$ cat src/rtl/frame_ram_arbiter_pkg.sv
// Shared types and constants for the frame RAM arbiter.
//   tag_t  : owner of an in-flight RAM read (none / VGA / IPM)
//   mode_t : registered display mode deciding who has priority
package frame_ram_pkg;

  localparam int IMG_W_DEF = 200;
  localparam int IMG_H_DEF = 200;
  localparam int unsigned PIXELS = IMG_W_DEF * IMG_H_DEF;

  typedef enum logic [1:0] {TAG_NONE, TAG_VGA, TAG_IPM} tag_t;
  typedef enum logic       {MODE_ACTIVE, MODE_BLANK}    mode_t;

endpackage

$ cat src/rtl/frame_ram_arbiter_ram_tag_pipe.sv
// RD_LAT-deep shift register of read-owner tags, aligned with the RAM read
// latency so tag_out names the owner of the ram_q word present this cycle.
//   clk, rst_n : clock, async active-low reset (clears to TAG_NONE)
//   tag_in     : owner of the access issued this cycle
//   tag_out    : owner of the access issued RD_LAT cycles ago
module ram_tag_pipe
  import frame_ram_pkg::*;
#(
  parameter int RD_LAT = 1
) (
  input  logic clk,
  input  logic rst_n,
  input  tag_t tag_in,
  output tag_t tag_out
);

  tag_t vld_pipe [RD_LAT:1];

  always_ff @(posedge clk or negedge rst_n) begin
    if (!rst_n) begin
      for (int i = 1; i <= RD_LAT; i++) vld_pipe[i] <= TAG_NONE;
    end else begin
      vld_pipe[1] <= tag_in;
      for (int i = 2; i <= RD_LAT; i++) vld_pipe[i] <= vld_pipe[i-1];
    end
  end

  assign tag_out = vld_pipe[RD_LAT];

endmodule

$ cat src/rtl/frame_ram_arbiter.sv
// Single-port frame RAM arbiter between VGA scan-out and the image-processing
// engine (IPM). One access per clock; read data routed back by tag.
//   vga_*  : pixel fetch (req/addr in, valid/data/miss out)
//   ipm_*  : engine read/write (req held until gnt; rvalid/rdata/err out)
//   ram_*  : RAM macro interface (address/data/wren out, q in)
//   vga_blank : selects priority mode, sampled into a register each clock
module frame_ram_arbiter
  import frame_ram_pkg::*;
#(
  parameter int ADDR_W     = 16,
  parameter int DATA_W     = 8,
  parameter int IMG_W      = IMG_W_DEF,
  parameter int IMG_H      = IMG_H_DEF,
  parameter int RD_LAT     = 1,
  parameter int STARVE_MAX = 4
) (
  input  logic              clk,
  input  logic              rst_n,
  input  logic              vga_blank,
  input  logic              vga_req,
  input  logic [ADDR_W-1:0] vga_addr,
  output logic              vga_valid,
  output logic [DATA_W-1:0] vga_data,
  output logic              vga_miss,
  input  logic              ipm_req,
  input  logic              ipm_we,
  input  logic [ADDR_W-1:0] ipm_addr,
  input  logic [DATA_W-1:0] ipm_wdata,
  output logic              ipm_gnt,
  output logic              ipm_rvalid,
  output logic [DATA_W-1:0] ipm_rdata,
  output logic              ipm_err,
  output logic [ADDR_W-1:0] ram_address,
  output logic [DATA_W-1:0] ram_data,
  output logic              ram_wren,
  input  logic [DATA_W-1:0] ram_q
);

  localparam longint unsigned PIX = longint'(IMG_W) * longint'(IMG_H);
  localparam int SW = $clog2(STARVE_MAX + 1);

  if (PIX > ((64'd1 << ADDR_W) - 64'd1)) begin : g_bad_size
    $error("IMG_W*IMG_H does not fit in ADDR_W bits");
  end
  if (RD_LAT < 1 || RD_LAT > 3) begin : g_bad_lat
    $error("RD_LAT must be 1..3");
  end

  mode_t             mode_q;
  logic [SW-1:0]     starve_q;
  logic [ADDR_W-1:0] addr_q;
  logic [DATA_W-1:0] vga_data_q, ipm_data_q;
  logic              err_q;
  logic              ipm_pri, ipm_in_range, vga_win;
  tag_t              tag_in, tag_out;

  assign ipm_in_range = (64'(ipm_addr) < PIX);

  // IPM takes the slot in blanking, when VGA is idle, or once starved.
  // Grants are gated by rst_n so nothing reaches the RAM during reset.
  always_comb begin
    ipm_pri = (mode_q == MODE_BLANK) | ~vga_req | (starve_q == SW'(STARVE_MAX));
    ipm_gnt = rst_n & ipm_req & ipm_pri;
    vga_win = rst_n & vga_req & ~ipm_gnt;
    vga_miss = rst_n & vga_req & ipm_gnt;
    ram_wren = ipm_gnt & ipm_we & ipm_in_range;
    ram_data = ipm_gnt ? ipm_wdata : '0;
    ram_address = addr_q;
    if (vga_win)      ram_address = vga_addr;
    else if (ipm_gnt) ram_address = ipm_addr;
    tag_in = TAG_NONE;
    if (vga_win)                                  tag_in = TAG_VGA;
    else if (ipm_gnt && !ipm_we && ipm_in_range)  tag_in = TAG_IPM;
  end

  ram_tag_pipe #(.RD_LAT(RD_LAT)) u_tag_pipe (
    .clk     (clk),
    .rst_n   (rst_n),
    .tag_in  (tag_in),
    .tag_out (tag_out)
  );

  // Returned word is visible in the same cycle as its valid pulse, then held.
  assign vga_valid  = (tag_out == TAG_VGA);
  assign ipm_rvalid = (tag_out == TAG_IPM);
  assign vga_data   = vga_valid  ? ram_q : vga_data_q;
  assign ipm_rdata  = ipm_rvalid ? ram_q : ipm_data_q;
  assign ipm_err    = err_q;

  always_ff @(posedge clk or negedge rst_n) begin
    if (!rst_n) begin
      mode_q     <= MODE_ACTIVE;
      starve_q   <= '0;
      addr_q     <= '0;
      vga_data_q <= '0;
      ipm_data_q <= '0;
      err_q      <= 1'b0;
    end else begin
      mode_q <= vga_blank ? MODE_BLANK : MODE_ACTIVE;
      if (ipm_req && !ipm_gnt)
        starve_q <= (starve_q == SW'(STARVE_MAX)) ? starve_q : starve_q + SW'(1);
      else
        starve_q <= '0;
      addr_q <= ram_address;
      if (vga_valid)  vga_data_q <= ram_q;
      if (ipm_rvalid) ipm_data_q <= ram_q;
      if (ipm_gnt && !ipm_in_range) err_q <= 1'b1;
    end
  end

endmodule

$ cat config.mk
export PLATFORM = sky130hd
export DESIGN_NAME = frame_ram_arbiter
export DESIGN_NICKNAME = d
export VERILOG_FILES = /design/src/rtl/frame_ram_arbiter_pkg.sv /design/src/rtl/frame_ram_arbiter_ram_tag_pipe.sv /design/src/rtl/frame_ram_arbiter.sv
export SDC_FILE = /design/constraint.sdc
export NUM_CORES = 1
export LEC_CHECK = 0
export BUFFER_PORTS_ARGS = -buffer_cell sky130_fd_sc_hd__buf_2
export CORE_UTILIZATION = 48
export DETAILED_ROUTE_END_ITERATION = 12
export PLACE_DENSITY_LB_ADDON = 0.25
export RECOVER_POWER = 50
export SLEW_MARGIN = 20
export SYNTH_ARGS = -nofsm -noshare
export SYNTH_HDL_FRONTEND = slang
export SYNTH_SLANG_ARGS = --single-unit
$ cat constraint.sdc
create_clock -name clk -period 2.9 [get_ports clk]
set_input_delay 0.29 -clock clk [delete_from_list [all_inputs] [get_ports clk]]
set_output_delay 0.29 -clock clk [all_outputs]
set_load 0.005 [all_outputs]
==> impl_metrics.json <==
{
  "drv_cap": 0,
  "status": "finished, final reports clean",
  "grt.met1_usage_pct": 23.6,
  "synthArstFlopShare_pct": 100,
  "synth_compound_area_share_pct": 4.27,
  "required_ns": 2.61,
  "max_stage_delay_ns": 0.52,
  "top_usage_layer": "met2",
  "remaining_drc_errors": 0,
  "fin_area_um2": 2540,
  "clkTransAtPathRegs_ns": 0.08,
  "path_buf_inv": 4,
  "slowest_stage": "dlygate4sd3_1",
  "groute.usage.overall_pct": 20.6,
  "cts.sinks": 39,
  "ys_ff_latch": 39,
  "place_area_um2": 2440,
  "fill_cells": 310,
  "tightest_slew_ns": 0.854,
  "num_vias": 1394,
  "drtIter0Drc": 23,
  "p_switching_w": 0.000359,
  "start_util_pct": 50.9,
  "slew_viol_final": 0,
  "hold_class": "in -> reg",
  "die_y_um": 65.0,
  "synth_edf_count": 0,
  "critPathKind": "in -> out",
  "max_freq_ghz": 0.383,
  "clockRootBuffer": "clkbuf_8",
  "antenna_found_initial": 0,
  "synth_fp_nets": 190,
  "synth-adder-area-share_pct": 1.31,
  "yosysSeqAreaShare_pct": 51.2,
  "fin_nets": 294,
  "grt.met3_usage_pct": 7.04,
  "timing.final.crit_share_pct": 90.0,
  "cp_max_fo": 13,
  "path_delay_family": "buffers and inverters",
  "startpoint_type": "input port",
  "io_buffers": 99,
  "grt_setup_unrepaired": "no",
  "clockBufferDepth": 2,
  "power_frac_comb_pct": 25.8,
  "die_w_um": 65.0,
  "wire_per_inst_um": 13.7,
  "tritoncts": "done",
  "post_cts_buffers": 0,
  "critPathMostFrequentCell": "buf_2",
  "synth_top_family_by_area": "multiplexers",
  "skew_ns": 0.00844,
  "avgSynthCellArea_um2": 14.2,
  "worstPathArrival_ns": 2.32,
  "synth_ff_type": "dfrtp_1",
  "yosysUniqueCellTypes": 29,
  "path_cells": "dlygate4sd3_1 > buf_2 > and2_0 > o21ai_4 > buf_12 > a2111oi_1 > buf_2",
  "leakage_nw": 1.30,
  "cp-end-kind": "output port",
  "internal-power_w": 0.00107,
  "layout-drive-gt1-share_pct": 63.2,
  "grt_pass1_vias": 1380,
  "postRouteAntennaNets": 0,
  "place_hpwl_um": 3160,
  "setup_viol": 0,
  "period_minus_slack_ns": 2.61,
  "wl_um": 3950,
  "pwr-share-clk_pct": 27.9,
  "synth_mux_area_share_pct": 30.4,
  "swShare_pct": 25.2,
  "area_growth_pct": 33.2,
  "viasPerCell": 4.86,
  "ctsHtreeMaxLevel": 2,
  "synthCells": 134,
  "post_cts_resized": 0,
  "grt_pass1_wl_um": 6350,
  "overflow": 0,
  "synth_warnings": 0,
  "dieArea_um2": 4230,
  "seq_power_share_pct": 46.4,
  "hold_viol_final": 0,
  "numCtsBuffers": 5,
  "clkLatencyLatePin_ns": 0.29,
  "synth_simple_gate_area_share_pct": 8.07,
  "n_antenna_cell": 0,
  "grt_use_met2_pct": 35.4,
  "slew_headroom_pct": 43.1,
  "io_pins": 100,
  "fin_tns_setup_ns": 0,
  "synth-xor-area-share_pct": 0.459,
  "firstDrtPassIters": 3,
  "core_area_um2": 3740,
  "powerDensity_nw_per_um2": 561,
  "max-vdd-ir-drop_mv": 0.334,
  "synth_area_um2": 1910,
  "grt_max_degree": 18,
  "rows": 22,
  "gp_congestion": 0.706
}
power groups by stage:
stage / clock network (W) / logic (W) / registers [W]
2_1_floorplan: 0 / 0.000217 / 0.000663
3_3_place_gp: 0 / 0.000376 / 0.000666
3_5_place_dp: 0 / 0.000382 / 0.000672
4_1_cts: 0.000410 / 0.000384 / 0.000661
5_1_grt: 0.000439 / 0.000407 / 0.000671
6_report: 0.000397 / 0.000367 / 0.000661
metrics by stage:
step	std cells	util (%)	power, W	setup WS, ns	hold WS (ns)
floorplan	134	-	0.000881	0.956	-0.00559
global placement	278	65.2	0.00104	0.822	0.197
detailed placement	278	65.2	0.00105	0.765	0.195
CTS	287	68.2	0.00146	0.330	0.0964
global route	287	67.8	0.00152	0.215	0.0886
finish	287	67.8	0.00142	0.289	0.103
cells in the mapped netlist (all sizes together), types with 2 or more instances:
cell	count	area share (%)
dfrtp	39	51
inv	6	1.3
and2	11	3.7
nor3	3	1.6
a2111oi	2	1.3
mux2	48	30
nor2	3	0.59
o21ai	2	1.1
ha	2	1.3
buf	5	2.8
nand2b	2	0.66
state kept, by name (all words and copies together) (netlist names):
name / cells
ipm_err: 1
vga_data_q: 8
mode_q: 1
starve_q: 3
u_tag_pipe.tag_out: 2
addr_q: 16
ipm_data_q: 8
final timing paths:
path / startpoint / depth (start not counted) / endpoint / slack, ns
max in group asynchronous: rst_n / 3 / starve_q[1] / 1.40
max: rst_n / 7 / ram_wren / 0.29
min: vga_blank / 1 / mode_q / 0.10
min reg2reg: vga_data_q[7] / 1 / vga_data_q[7] / 0.49
max reg2reg: starve_q[0] / 6 / addr_q[6] / 1.06
min in group asynchronous: rst_n / 2 / u_tag_pipe.tag_out[0] / 0.42
layout make-up:
type | count | area [um2] | area share, %
Sequential cell | 39 | 976 | 38.4
Multi-Input combinational cell | 83 | 845 | 33.3
Timing Repair Buffer | 103 | 531 | 20.9
Clock buffer | 7 | 96.3 | 3.79
Tap cell | 48 | 60.1 | 2.36
Inverter | 6 | 25.0 | 0.985
Clock inverter | 1 | 7.51 | 0.296
timing repair:
item,4_1_cts,5_1_grt
hold buffers,1,0
endpoints found under the hold margin,9,0
setup endpoints to repair,0,0
placed cells by master, fill, tap and decap left out, types with 2 or more instances in the layout:
cell type,n
buf_2,97
dfrtp_1,39
mux2_2,30
mux2_1,10
and2_1,9
mux2_4,8
clkbuf_8,7
inv_1,5
clkbuf_1,4
nor2_1,3
nand2b_1,2
nor3_2,2
ha_1,2
metal layers:
layer  share of wire [%]  vias to the layer above
met4                 1.7                        0
met5                   0                        -
met1                  40                      654
li1                    -                      679
met2                  53                       53
met3                 5.7                        8
cell families (layout without fill, tap and decap cells):
group | Yosys count | count (layout)
AOI/OAI and AO/OA | 8 | 8
DFF | 39 | 39
buffers and inverters | 12 | 117
adders and majority gates | 2 | 2
xor gates and xnor gates | 1 | 1
and+or+nand+nor | 23 | 23
muxes | 49 | 49
Power figures use the tool's default switching activity.
